`src/rtl/mico_pkg.sv`:
```
// rtl/mico_pkg.sv - shared types and constants for the iterative multiplier
package mico_pkg;

   typedef enum logic [1:0] {
      MUL    = 2'b00,
      MULH   = 2'b01,
      MULHSU = 2'b10,
      MULHU  = 2'b11
   } mul_op_t;

   typedef enum logic [1:0] {
      IDLE = 2'b00,
      BUSY = 2'b01,
      DONE = 2'b10
   } mul_state_t;

   localparam int MUL_ITERS = 32;

   function automatic logic a_is_signed(input mul_op_t op);
      return op != MULHU;
   endfunction

   function automatic logic b_is_signed(input mul_op_t op);
      return (op == MUL) || (op == MULH);
   endfunction

endpackage

```
`src/rtl/mul_seq_dp.sv`:
```
// rtl/mul_seq_dp.sv - shift-add datapath: magnitude capture, accumulate, sign fix-up
// Exposes the early-exit condition used when MUL_EARLY_EXIT_EN is defined.
module mul_seq_dp
   import mico_pkg::*;
#(
   parameter int XLEN = 32
) (
   input  logic            clk,
   input  logic            rst_n,
   input  logic            load,
   input  logic            step,
   input  mul_op_t         op,
   input  logic [XLEN-1:0] a,
   input  logic [XLEN-1:0] b,
   input  logic            valid,
   output logic            last_bit,
   output logic [XLEN-1:0] result
);

   logic [2*XLEN-1:0] acc;
   logic [2*XLEN-1:0] mcand;
   logic [XLEN-1:0]   mplier;
   logic              neg;
   mul_op_t           op_r;

   logic              a_neg, b_neg;
   logic [XLEN-1:0]   a_mag, b_mag;
   logic [2*XLEN-1:0] p;

   assign a_neg = a_is_signed(op) & a[XLEN-1];
   assign b_neg = b_is_signed(op) & b[XLEN-1];
   // two's-complement negate; the most negative value maps to itself as unsigned
   assign a_mag = a_neg ? (~a + 1'b1) : a;
   assign b_mag = b_neg ? (~b + 1'b1) : b;

   always_ff @(posedge clk or negedge rst_n) begin
      if (!rst_n) begin
         acc    <= '0;
         mcand  <= '0;
         mplier <= '0;
         neg    <= 1'b0;
         op_r   <= MUL;
      end else if (load) begin
         acc    <= '0;
         mcand  <= {{XLEN{1'b0}}, a_mag};
         mplier <= b_mag;
         neg    <= a_neg ^ b_neg;
         op_r   <= op;
      end else if (step) begin
         if (mplier[0]) begin
            acc <= acc + mcand;
         end
         mcand  <= mcand << 1;
         mplier <= mplier >> 1;
      end
   end

   // true on the step whose shift leaves the multiplier empty
   assign last_bit = (mplier[XLEN-1:1] == '0);

   assign p      = neg ? (~acc + 1'b1) : acc;
   assign result = !valid          ? '0 :
                   (op_r == MUL)   ? p[XLEN-1:0] : p[2*XLEN-1:XLEN];

endmodule

```
`src/rtl/mul_seq.sv`:
```
// rtl/mul_seq.sv - RV32M iterative multiplier top: FSM, counter, handshakes, flush
// Optional MUL_EARLY_EXIT_EN ends iteration once the remaining multiplier bits are zero.
module mul_seq
   import mico_pkg::*;
#(
   parameter int XLEN = 32
) (
   input  logic            clk,
   input  logic            rst_n,
   input  logic            flush,
   input  logic            in_valid,
   output logic            in_ready,
   input  mul_op_t         op,
   input  logic [XLEN-1:0] a,
   input  logic [XLEN-1:0] b,
   output logic            out_valid,
   input  logic            out_ready,
   output logic [XLEN-1:0] result
);

   mul_state_t state;
   logic [5:0] cnt;
   logic       accept;
   logic       step;
   logic       last_bit;
   logic       last_iter;

   assign accept = (state == IDLE) && in_valid && in_ready && !flush;
   assign step   = (state == BUSY) && !flush;

`ifdef MUL_EARLY_EXIT_EN
   // the counter bound is redundant here but keeps the exit unconditional
   assign last_iter = last_bit || (cnt == 6'(MUL_ITERS - 1));
`else
   assign last_iter = (cnt == 6'(MUL_ITERS - 1));
`endif

   always_ff @(posedge clk or negedge rst_n) begin
      if (!rst_n) begin
         state     <= IDLE;
         in_ready  <= 1'b1;
         out_valid <= 1'b0;
         cnt       <= '0;
      end else if (flush) begin
         state     <= IDLE;
         in_ready  <= 1'b1;
         out_valid <= 1'b0;
         cnt       <= '0;
      end else begin
         unique case (state)
            IDLE: begin
               if (accept) begin
                  state    <= BUSY;
                  in_ready <= 1'b0;
                  cnt      <= '0;
               end
            end
            BUSY: begin
               cnt <= cnt + 6'd1;
               if (last_iter) begin
                  state     <= DONE;
                  out_valid <= 1'b1;
               end
            end
            DONE: begin
               if (out_ready) begin
                  state     <= IDLE;
                  out_valid <= 1'b0;
                  in_ready  <= 1'b1;
               end
            end
            default: begin
               state     <= IDLE;
               in_ready  <= 1'b1;
               out_valid <= 1'b0;
            end
         endcase
      end
   end

   mul_seq_dp #(.XLEN(XLEN)) u_dp (
      .clk      (clk),
      .rst_n    (rst_n),
      .load     (accept),
      .step     (step),
      .op       (op),
      .a        (a),
      .b        (b),
      .valid    (out_valid),
      .last_bit (last_bit),
      .result   (result)
   );

endmodule
```
`config.mk`:
```
export PLATFORM = sky130hd
export DESIGN_NAME = mul_seq
export DESIGN_NICKNAME = d
export VERILOG_FILES = /design/src/rtl/mico_pkg.sv /design/src/rtl/mul_seq_dp.sv /design/src/rtl/mul_seq.sv
export SDC_FILE = /design/constraint.sdc
export NUM_CORES = 1
export LEC_CHECK = 0
export CAP_MARGIN = 20
export CORE_ASPECT_RATIO = 1.2
export CORE_MARGIN = 1
export CORE_UTILIZATION = 35
export CTS_BUF_LIST = sky130_fd_sc_hd__clkbuf_8
export DETAILED_ROUTE_END_ITERATION = 10
export MAX_ROUTING_LAYER = met4
export PLACE_DENSITY = 0.59
export SLEW_MARGIN = 10
export SYNTH_ARGS = -nofsm -noshare
export SYNTH_HDL_FRONTEND = slang
export SYNTH_SLANG_ARGS = --single-unit
```
`constraint.sdc`:
```
create_clock -name clk -period 6.34 [get_ports clk]
set_input_delay 1.268 -clock clk [delete_from_list [all_inputs] [get_ports clk]]
set_output_delay 1.268 -clock clk [all_outputs]
set_load 0.05 [all_outputs]
```
==> results.py <==
metrics = {
    "layout": {
        "n_fill_cell": 3972,
        "multi_input_area_mm2": 0.00892,
        "area_delta_synth_final_pct": 13.4,
        "final_cell_area_mm2": 0.0155,
        "seq_area_mm2": 0.00433,
        "final_nets": 1895,
        "final_common_cell": "nand2_1",
        "drive_gt1_frac": 0.0396,
        "final_cell_mix": "nand2_1 (293), o21ai_0 (213), dfrtp_1 (171)",
        "antenna-diode-count": 0,
    },
    "cts": {
        "clk_latency_ps": 510,
        "clock_path_buffers": 2,
        "htree_levels": 4,
        "cts_tree": "built",
        "cts_sinks": 173,
        "cts_made_buffers": 17,
        "cts_hold_buf": 0,
        "clk_pin_slew_ps": 100,
        "clock-root-buffer": "clkbuf_8",
        "cts_setup_buffers": 0,
        "cts_resized": 0,
    },
    "setup_path": {
        "cpMaxStageDelayCell": "clkdlybuf4s50_1",
        "cp.depth": 10,
        "cp_max_fo": 4,
        "cp.required_ps": 5070,
        "critical_path.startpoint": "u_dp.acc[6]",
        "critical_path_buf_inv_count": 1,
        "worst_ep_arrival_time_ps": 4870,
        "r2r_cells": 11,
        "crit_type": "reg2out",
        "path_cells": "or4_4 > nor4_1 > nand4b_1 > or4_1 > or3_1 > o41ai_2 > xor2_1 > nand2_1 > o211a_1 > clkdlybuf4s50_1",
        "crit_family": "simple AND/OR/NAND/NOR gates",
        "startpoint_type": "flip-flop",
        "slowest_delay_ps": 820,
        "end_kind": "output pin",
        "rr_startpoint": "u_dp.acc[10]",
        "ff2ff_setup_slack_ps": 2110,
    },
    "placed_design": {
        "io_buffers": 104,
        "placed_area_mm2": 0.0151,
        "gp_congestion": 0.929,
        "dp_hpwl_um": 32500,
    },
    "flow_run": {
        "maxCapViolCount": 0,
    },
    "synthesis": {
        "ys.warnings.count": 0,
        "ys_seq_area_frac": 0.316,
        "syn_area_per_cell_um2": 7.95,
        "synth_edf_count": 0,
        "synth_seq_cells": 173,
        "syn_inst": 1722,
        "synth_cell_types": 68,
        "syn-num-nets": 1861,
        "synthFlopType": "dfrtp_1",
        "syn_area_mm2": 0.0137,
        "synthArstFlopShare": 1.00,
    },
    "timing": {
        "setup_viol": 0,
        "timing.fmax_ghz": 0.163,
        "rsz0062_at_grt": "no",
        "slew_headroom": 0.294,
        "worst_pin_slew_ps": 1060,
        "hold_ws_ps": 532,
        "skew_ps": 19.0,
        "period_share": 0.967,
        "fin_tns_setup_ps": 0,
        "finalMaxSlewViolations": 0,
        "hold_viol": 0,
        "fin_crit_ps": 6130,
    },
    "global_routing": {
        "grt_pass1_wl_um": 67400,
        "grt_max_degree": 106,
        "antenna_found_initial": 0,
        "grt_overflow": 0,
        "first_global_vias": 12194,
        "grtUsageTotal": 0.223,
    },
    "routing": {
        "wl_met1_um": 19400,
        "wl_met2_um": 20300,
        "via_per_inst": 5.43,
        "wl_met3_um": 1410,
        "wl_per_cell_um": 18.4,
        "routed_wl_um": 42200,
        "drt_iter0_markers": 746,
        "drc": 0,
        "ant_nets": 0,
        "dr.pass1.iters": 5,
        "vias": 12459,
        "dr.max_layer_used": "met4",
    },
    "floorplanning": {
        "die_h_um": 219,
        "io_pins": 105,
        "die_area_mm2": 0.0399,
        "core.rowCount": 79,
        "initial_core_util": 0.354,
        "core_mm2": 0.0386,
        "die_x_um": 183,
    },
    "pwr": {
        "total_power_mw": 4.73,
        "ir_drop_mv": 0.173,
        "p_leak_nw": 6.75,
        "power.density_mw_per_mm2": 304,
    },
    "min_path": {
        "hp-start": "u_dp.mplier[2]",
        "holdPathStages": 1,
        "hp-class": "reg2reg",
    },
    "outcome": {
        "status": "complete, no violations",
    },
}
-- metrics by stage --
stage          instances  utilization  setup slack [ps]
4_1_cts             2295        0.402               175
2_1_floorplan       1722            -              1420
3_3_place_gp        2263        0.391               878
3_5_place_dp        2263        0.391               766
6_report            2295        0.402               207
5_1_grt             2295        0.402              11.0
-- area by class of cell --
type	instances	share of cell area
clock buffers	17	0.0151
clock inverters	15	0.0114
inverters	25	0.00604
multi-input cells	1426	0.574
flip-flops and latches	173	0.279
well taps	526	0.0424
repair buffers	113	0.0722
-- registers in the layout, indices dropped and copies added, names as in the netlist --
name	flops
cnt	6
in_ready	1
out_valid	1
state	2
u_dp.acc	64
u_dp.mcand	64
u_dp.mplier	32
u_dp.neg	1
u_dp.op_r	2
-- kinds of logic (layout without fill, tap and decap cells) --
logic type,count (synthesis),count (layout),share of synthesized area
muxes,64,64,0.0469
xor gates and xnor gates,173,173,0.111
and+or+nand+nor,584,584,0.198
DFF,173,173,0.316
AOI/OAI and AO/OA,537,537,0.232
buffers and inverters,123,170,0.0338
adders and majority gates,68,68,0.0627
-- cells in the mapped netlist, types with 4 or more instances --
master	count	area, um^2
nor2_1	84	315
nand2b_1	15	93.8
or3_1	10	62.6
ha_1	67	838
nand4_1	27	169
nand2_1	294	1100
o21ai_0	213	1070
o21bai_1	13	97.6
a211oi_1	11	82.6
xnor2_1	90	788
nand4b_1	4	35.0
mux2i_1	62	621
and2_1	14	87.6
o22ai_1	6	37.5
o21a_1	8	60.1
clkbuf_1	93	349
o211a_1	6	60.1
nor2b_1	8	50.1
nor4_1	17	106
dfrtp_1	172	4300
buf_1	4	15.0
nor3_1	32	160
and3_1	14	87.6
or2_2	12	75.1
nand3_1	25	125
o31ai_1	24	180
xor2_1	83	727
a211o_1	5	43.8
a21oi_1	155	776
inv_1	25	93.8
o41ai_1	12	105
or4_1	11	82.6
a21o_1	29	218
a22o_1	6	52.6
nand3b_1	5	37.5
a31oi_1	14	87.6
o211ai_1	6	45.0
a21boi_0	5	37.5
-- worst reg2reg max path, delay by kind of cell (launching register included) --
family / cells / cell delay (ps)
XOR/XNOR: 1 / 250
AND/OR/NAND/NOR: 2 / 560
AO/OA/AOI/OAI: 7 / 2340
flip-flops: 1 / 470
adder cells (fa/ha/maj): 1 / 460
-- power by group --
| part | internal [mW] | total, mW | switching, mW | leakage, nW |
|---|---|---|---|---|
| clock network | 0.332 | 0.811 | 0.479 | 0.207 |
| registers | 1.32 | 1.62 | 0.294 | 2.30 |
| logic | 0.914 | 2.30 | 1.38 | 4.25 |
| total | 2.57 | 4.73 | 2.16 | 6.75 |
-- path summary, 6_finish.rpt --
kind                                  endpoint
worst max-delay path                result[19]
worst min-delay path            u_dp.mplier[1]
worst max register to register    u_dp.acc[60]
worst min register to register  u_dp.mplier[1]
max in group asynchronous             u_dp.neg
min in group asynchronous       u_dp.mcand[35]
-- metal layers --
metal  up-vias  GRT usage
met4         0     0.0695
met2       273      0.368
met3        40     0.0228
met1      5917      0.286
li1       6229          -
met5         -          -
Power figures use the tool's default switching activity.
